### config.mk
export PLATFORM = sky130hd
export DESIGN_NAME = cnt_chk_sat_ctr
export DESIGN_NICKNAME = d
export VERILOG_FILES = /design/src/rtl/cnt_chk_sat_ctr.sv
export SDC_FILE = /design/constraint.sdc
export NUM_CORES = 1
export LEC_CHECK = 0
export ABC_CLOCK_PERIOD_IN_PS = 1300
export BUFFER_PORTS_ARGS = -buffer_cell sky130_fd_sc_hd__buf_2
export CORE_AREA = 2 2 39 41
export CTS_CLUSTER_DIAMETER = 50
export DETAILED_ROUTE_END_ITERATION = 16
export DIE_AREA = 0 0 41 43
export SLEW_MARGIN = 20
export SYNTH_ARGS = -nofsm -noshare
export SYNTH_HDL_FRONTEND = slang
export SYNTH_SLANG_ARGS = --single-unit
### constraint.sdc
create_clock -name clk -period 1.3 [get_ports clk]
set_input_delay 0.26 -clock clk [delete_from_list [all_inputs] [get_ports clk]]
set_output_delay 0.26 -clock clk [all_outputs]
set_load 0.01 [all_outputs]
### src/rtl/cnt_chk_sat_ctr.sv
// Saturating up-counter; clr together with inc loads 1 (restart a run at one).
module cnt_chk_sat_ctr #(
  parameter int unsigned WIDTH = 8
) (
  input  logic             clk,
  input  logic             rst_n,
  input  logic             clr,
  input  logic             inc,
  output logic [WIDTH-1:0] cnt
);

  logic [WIDTH-1:0] cnt_q, cnt_d;

  always_comb begin
    cnt_d = cnt_q;
    if (clr) begin
      cnt_d = inc ? WIDTH'(1) : '0;
    end else if (inc && (cnt_q != '1)) begin
      cnt_d = cnt_q + 1'b1;
    end
  end

  always_ff @(posedge clk or negedge rst_n) begin
    if (!rst_n) cnt_q <= '0;
    else        cnt_q <= cnt_d;
  end

  assign cnt = cnt_q;

endmodule

Word-level counts from Yosys, hierarchy flattened --
Index checks and enable logic that the tools add are counted.
Storage, ports and cells: flip-flop bits (word level) 8, input port bits 4, output and inout port bits 8, word-level logic and storage cells 8
Operators by class: add/sub/neg operators 1, equality and inequality tests 1, muxes and demuxes 3, reduce and logical (&&, ||, !) cells 2
Operator list (number):
- $mux 8 | 2
- $add 8x1->8 const B | 1
- $ne 8x8->1 const B | 1
- $reduce_bool 2->1 | 1
- $logic_and 1x1->1 | 1
- $mux 1 | 1

Logic depth before layout (Yosys ltp) --
word-level depth 4, depth in mapped cells 4

Least setup slack after synthesis --
OpenSTA, ideal clock, no wires.
path type reg-to-reg, start register cnt_q[0] (netlist: cnt[0]), end register cnt_q[5] (netlist: cnt[5]), library setup time 0.132 ns, arrival time 1.295 ns, required time 1.168 ns, setup slack -0.127 ns, cell stages (with the launch flop) 5, buffers on the path 0, period minus slack after synthesis 1.427 ns, cells stage by stage dfrtp_1 ha_1 and3_1 a2111oi_2 nor3b_1
On the way: longest elaborated chain between the ends 3, elaborated cells between the ends (all ways) 6, classes of those cells 1 x add/sub; 1 x eq/ne; 2 x mux; 2 x reduce/logical
RTL lines:
- start, declared | line 12 | logic [WIDTH-1:0] cnt_q, cnt_d;
- start signal, assigned | line 25 | else cnt_q <= cnt_d;
- $add 8x1->8 / $ne 8x8->1 (equally long branches) | line 19, 18
- $mux 8 / $logic_and 1x1->1 (equally long branches) | line 18 | end else if (inc && (cnt_q != '1)) begin
- $mux 8 / $reduce_bool 2->1 (equally long branches)
Several ways; a longest one is shown, not always the timed one. The select of a mux whose other input is x is not followed. A chain may end at the register's enable or synchronous reset.

Final worst setup path --
Same ends and word-level chain as after synthesis.

==> flow_summary.toml <==
[logic_synthesis]
yosys_most_used_dff = "dfrtp_1"
synthTopCellsByArea = "dfrtp_1 42%, a21oi_1 5.3%, nand2b_1 5.3%"
async_reset_ff_share_pct = 100
ys_seq_area_share_pct = 42.3
yosysWarnings = 0
ys_ff_latch = 8
synth.cell_area_sq_um = 473
synth_nets = 52
yosys.area.top_type = "dfrtp_1"
yosysMostFrequentCell = "dfrtp_1"
synth_cell_types = 27
synthTopCellsByCount = "8 x dfrtp_1, 5 x a21oi_1, 4 x nand2b_1, 3 x nand2_1"
syn_avg_cell_area_sq_um = 10.1
synth_top_area_share_pct = 42.3
syn_inst = 47
synth_edf_count = 0

[timing]
worst_pin_slew_ps = 257
period_minus_slack_ps = 1290
report.final.slew_viol_count = 0
timing.slew.headroom_pct = 82.9
fin_skew_ps = 1.81
tns_ps = 0
finalSetupViolations = 0
hold_ws_ps = 304
hold_violations = 0
min_period_over_period_pct = 99.2
rsz0062_at_grt = "true"
fmax_mhz = 775

[cells_and_area]
layout.nets = 68
diodes = 0
largest_reg_flops = 8
syn2layout_area_growth_pct = 34.4
drive_above_1_share_pct = 46.8
finalNonFillerCells = 78

[global_route]
gr-total-overflow = 0
grtUsageMet2_pct = 20.9
grt_pass1_vias = 375
busiest_layer = "met2"
grt_max_degree = 12
grt_usage_pct = 14.6
antenna_found_initial = 0
grt_pass1_wl_um = 1670
grt_util_met1_pct = 17.6
use_met3_pct = 9.42

[route]
postRouteAntennaNets = 0
via_per_inst = 5.44
drt_pre_antenna_iters = 4
wl_per_cell_um = 13.8
drtIter0Drc = 9
vias = 424
drc = 0
drt-total-wl_um = 1080

[clock_tree]
clk_path_buf_depth = 2
clkLatencyLatePin_ps = 260
cts_root_buffer = "clkbuf_4"
cts_setup_buffers = 0
cts_tree = "built"
cts_htree_levels = 1
numCtsBuffers = 3
clkTransAtPathRegs_ps = 50
cts_sinks = 8

[power_and_ir_drop]
pwr-share-clk_pct = 38.2
power_w = 0.000550
power.leakage_nw = 0.262
power_frac_comb_pct = 11.4
p_seq_share_pct = 50.4
peakVddDrop_mv = 0.398
intPower_w = 0.000408
switching_share_pct = 25.8
power.density_nw_per_um2 = 865
p_switching_w = 0.000142

[critical_path]
cp-start-kind = "flop"
path_max_fanout = 5
crit_type = "flop to flop"
cp-end-kind = "flop"
r2r_start = "cnt[0]"
startpoint = "cnt[0]"
cp_data_required_time_ps = 1440
arrival_ps = 1430

[placement]
gp_congestion = 0.716
place_inst = 73
numPortBuffers = 11
dp.final_hpwl_um = 760

[floorplan]
core_sq_um = 1380
ios = 12
die_width_um = 41
dieArea_sq_um = 1760
die_y_um = 43
num_rows = 14
start_util_pct = 34.2

[outcome]
status = "complete, no violations"

[min_path]
hp-class = "input pin to flop"
min-delay-start = "clr"

[job]
cap_violations = 0
==> per-stage QoR <==
step           util (%)  setup slack [ps]  area [sq um]
2_1_floorplan         -              35.0           505
3_3_place_gp       41.7             -17.6           577
3_5_place_dp       41.7             -27.9           577
4_1_cts            44.9              3.25           622
5_1_grt            45.9             -31.1           636
6_report           45.9              9.89           636
==> cell type report <==
class                           instances  area, sq um
Clock buffer                            4         26.3
Fill cell                             138          748
Inverter                                2         7.51
Multi-Input combinational cell         35          305
Sequential cell                         8          204
Tap cell                               16         20.0
Timing Repair Buffer                   13         72.6
==> power by group through the flow <==
stage	sequential (W)	clock (W)	combinational (W)
global route	0.000278	0.000237	0.0000742
detailed placement	0.000281	0	0.0000601
global placement	0.000279	0	0.0000617
finish	0.000277	0.000210	0.0000627
CTS	0.000276	0.000220	0.0000638
floorplan	0.000283	0	0.0000302
==> layout by cell type, fill, tap and decap left out <==
master         netlist  final
a21oi_1              5      4
and4_4               1      1
dlygate4sd3_1        0      1
a211oi_1             1      1
buf_2                0     11
a2111oi_4            0      1
a21boi_2             1      1
a41oi_2              0      1
nand3_1              1      1
a311oi_1             1      1
buf_4                1      1
nand2_1              3      3
a21oi_2              0      1
nor3b_1              1      1
nor3_2               0      1
inv_1                2      2
and3_4               0      2
clkbuf_4             0      3
a211o_1              1      1
dfrtp_1              8      5
o31ai_1              1      1
o21ai_0              2      2
nand2b_1             4      4
and4bb_2             1      1
nand4_2              1      1
dfrtp_2              0      3
mux2i_1              1      1
o211ai_1             1      1
ha_4                 0      1
or3_1                2      2
clkbuf_1             1      1
nand4_1              1      1
==> layer usage <==
metal	share of wire, %	routed length (um)
met1	48	517
met2	45	487
met3	6.0	65
met4	0.74	8
met5	0	0
==> kinds of logic (layout without fill, tap and decap cells) <==
logic type / after synthesis / in the layout / synth area share [%]
and+or+nand+nor: 18 / 18 / 25.7
AOI/OAI and AO/OA: 15 / 15 / 23.3
DFF: 8 / 8 / 42.3
buffers and inverters: 4 / 19 / 3.97
adders and majority gates: 1 / 1 / 2.65
muxes: 1 / 1 / 2.12
==> path summary, 6_finish.rpt <==
path	cells past startpoint	slack, ps	to
worst max-delay path	4	10	cnt[5]
worst min-delay path	2	300	cnt[7]
worst max register to register	4	10	cnt[5]
worst min register to register	2	590	cnt[2]
max in group asynchronous	2	740	cnt[0]
min in group asynchronous	2	370	cnt[6]
==> what timing repair did <==
action,in CTS,in global routing
hold buffers,1,0
gates cloned,0,0
pin swaps,0,2
setup endpoints to repair,3,6
gates resized for setup,3,3
endpoints found under the hold margin,8,0
==> critical path: stages, from the launching register on <==
cell	delay, ps
dfrtp_2	450
ha_4	180
and3_4	190
a2111oi_4	270
nor3b_1	80
Power figures use the tool's default switching activity.
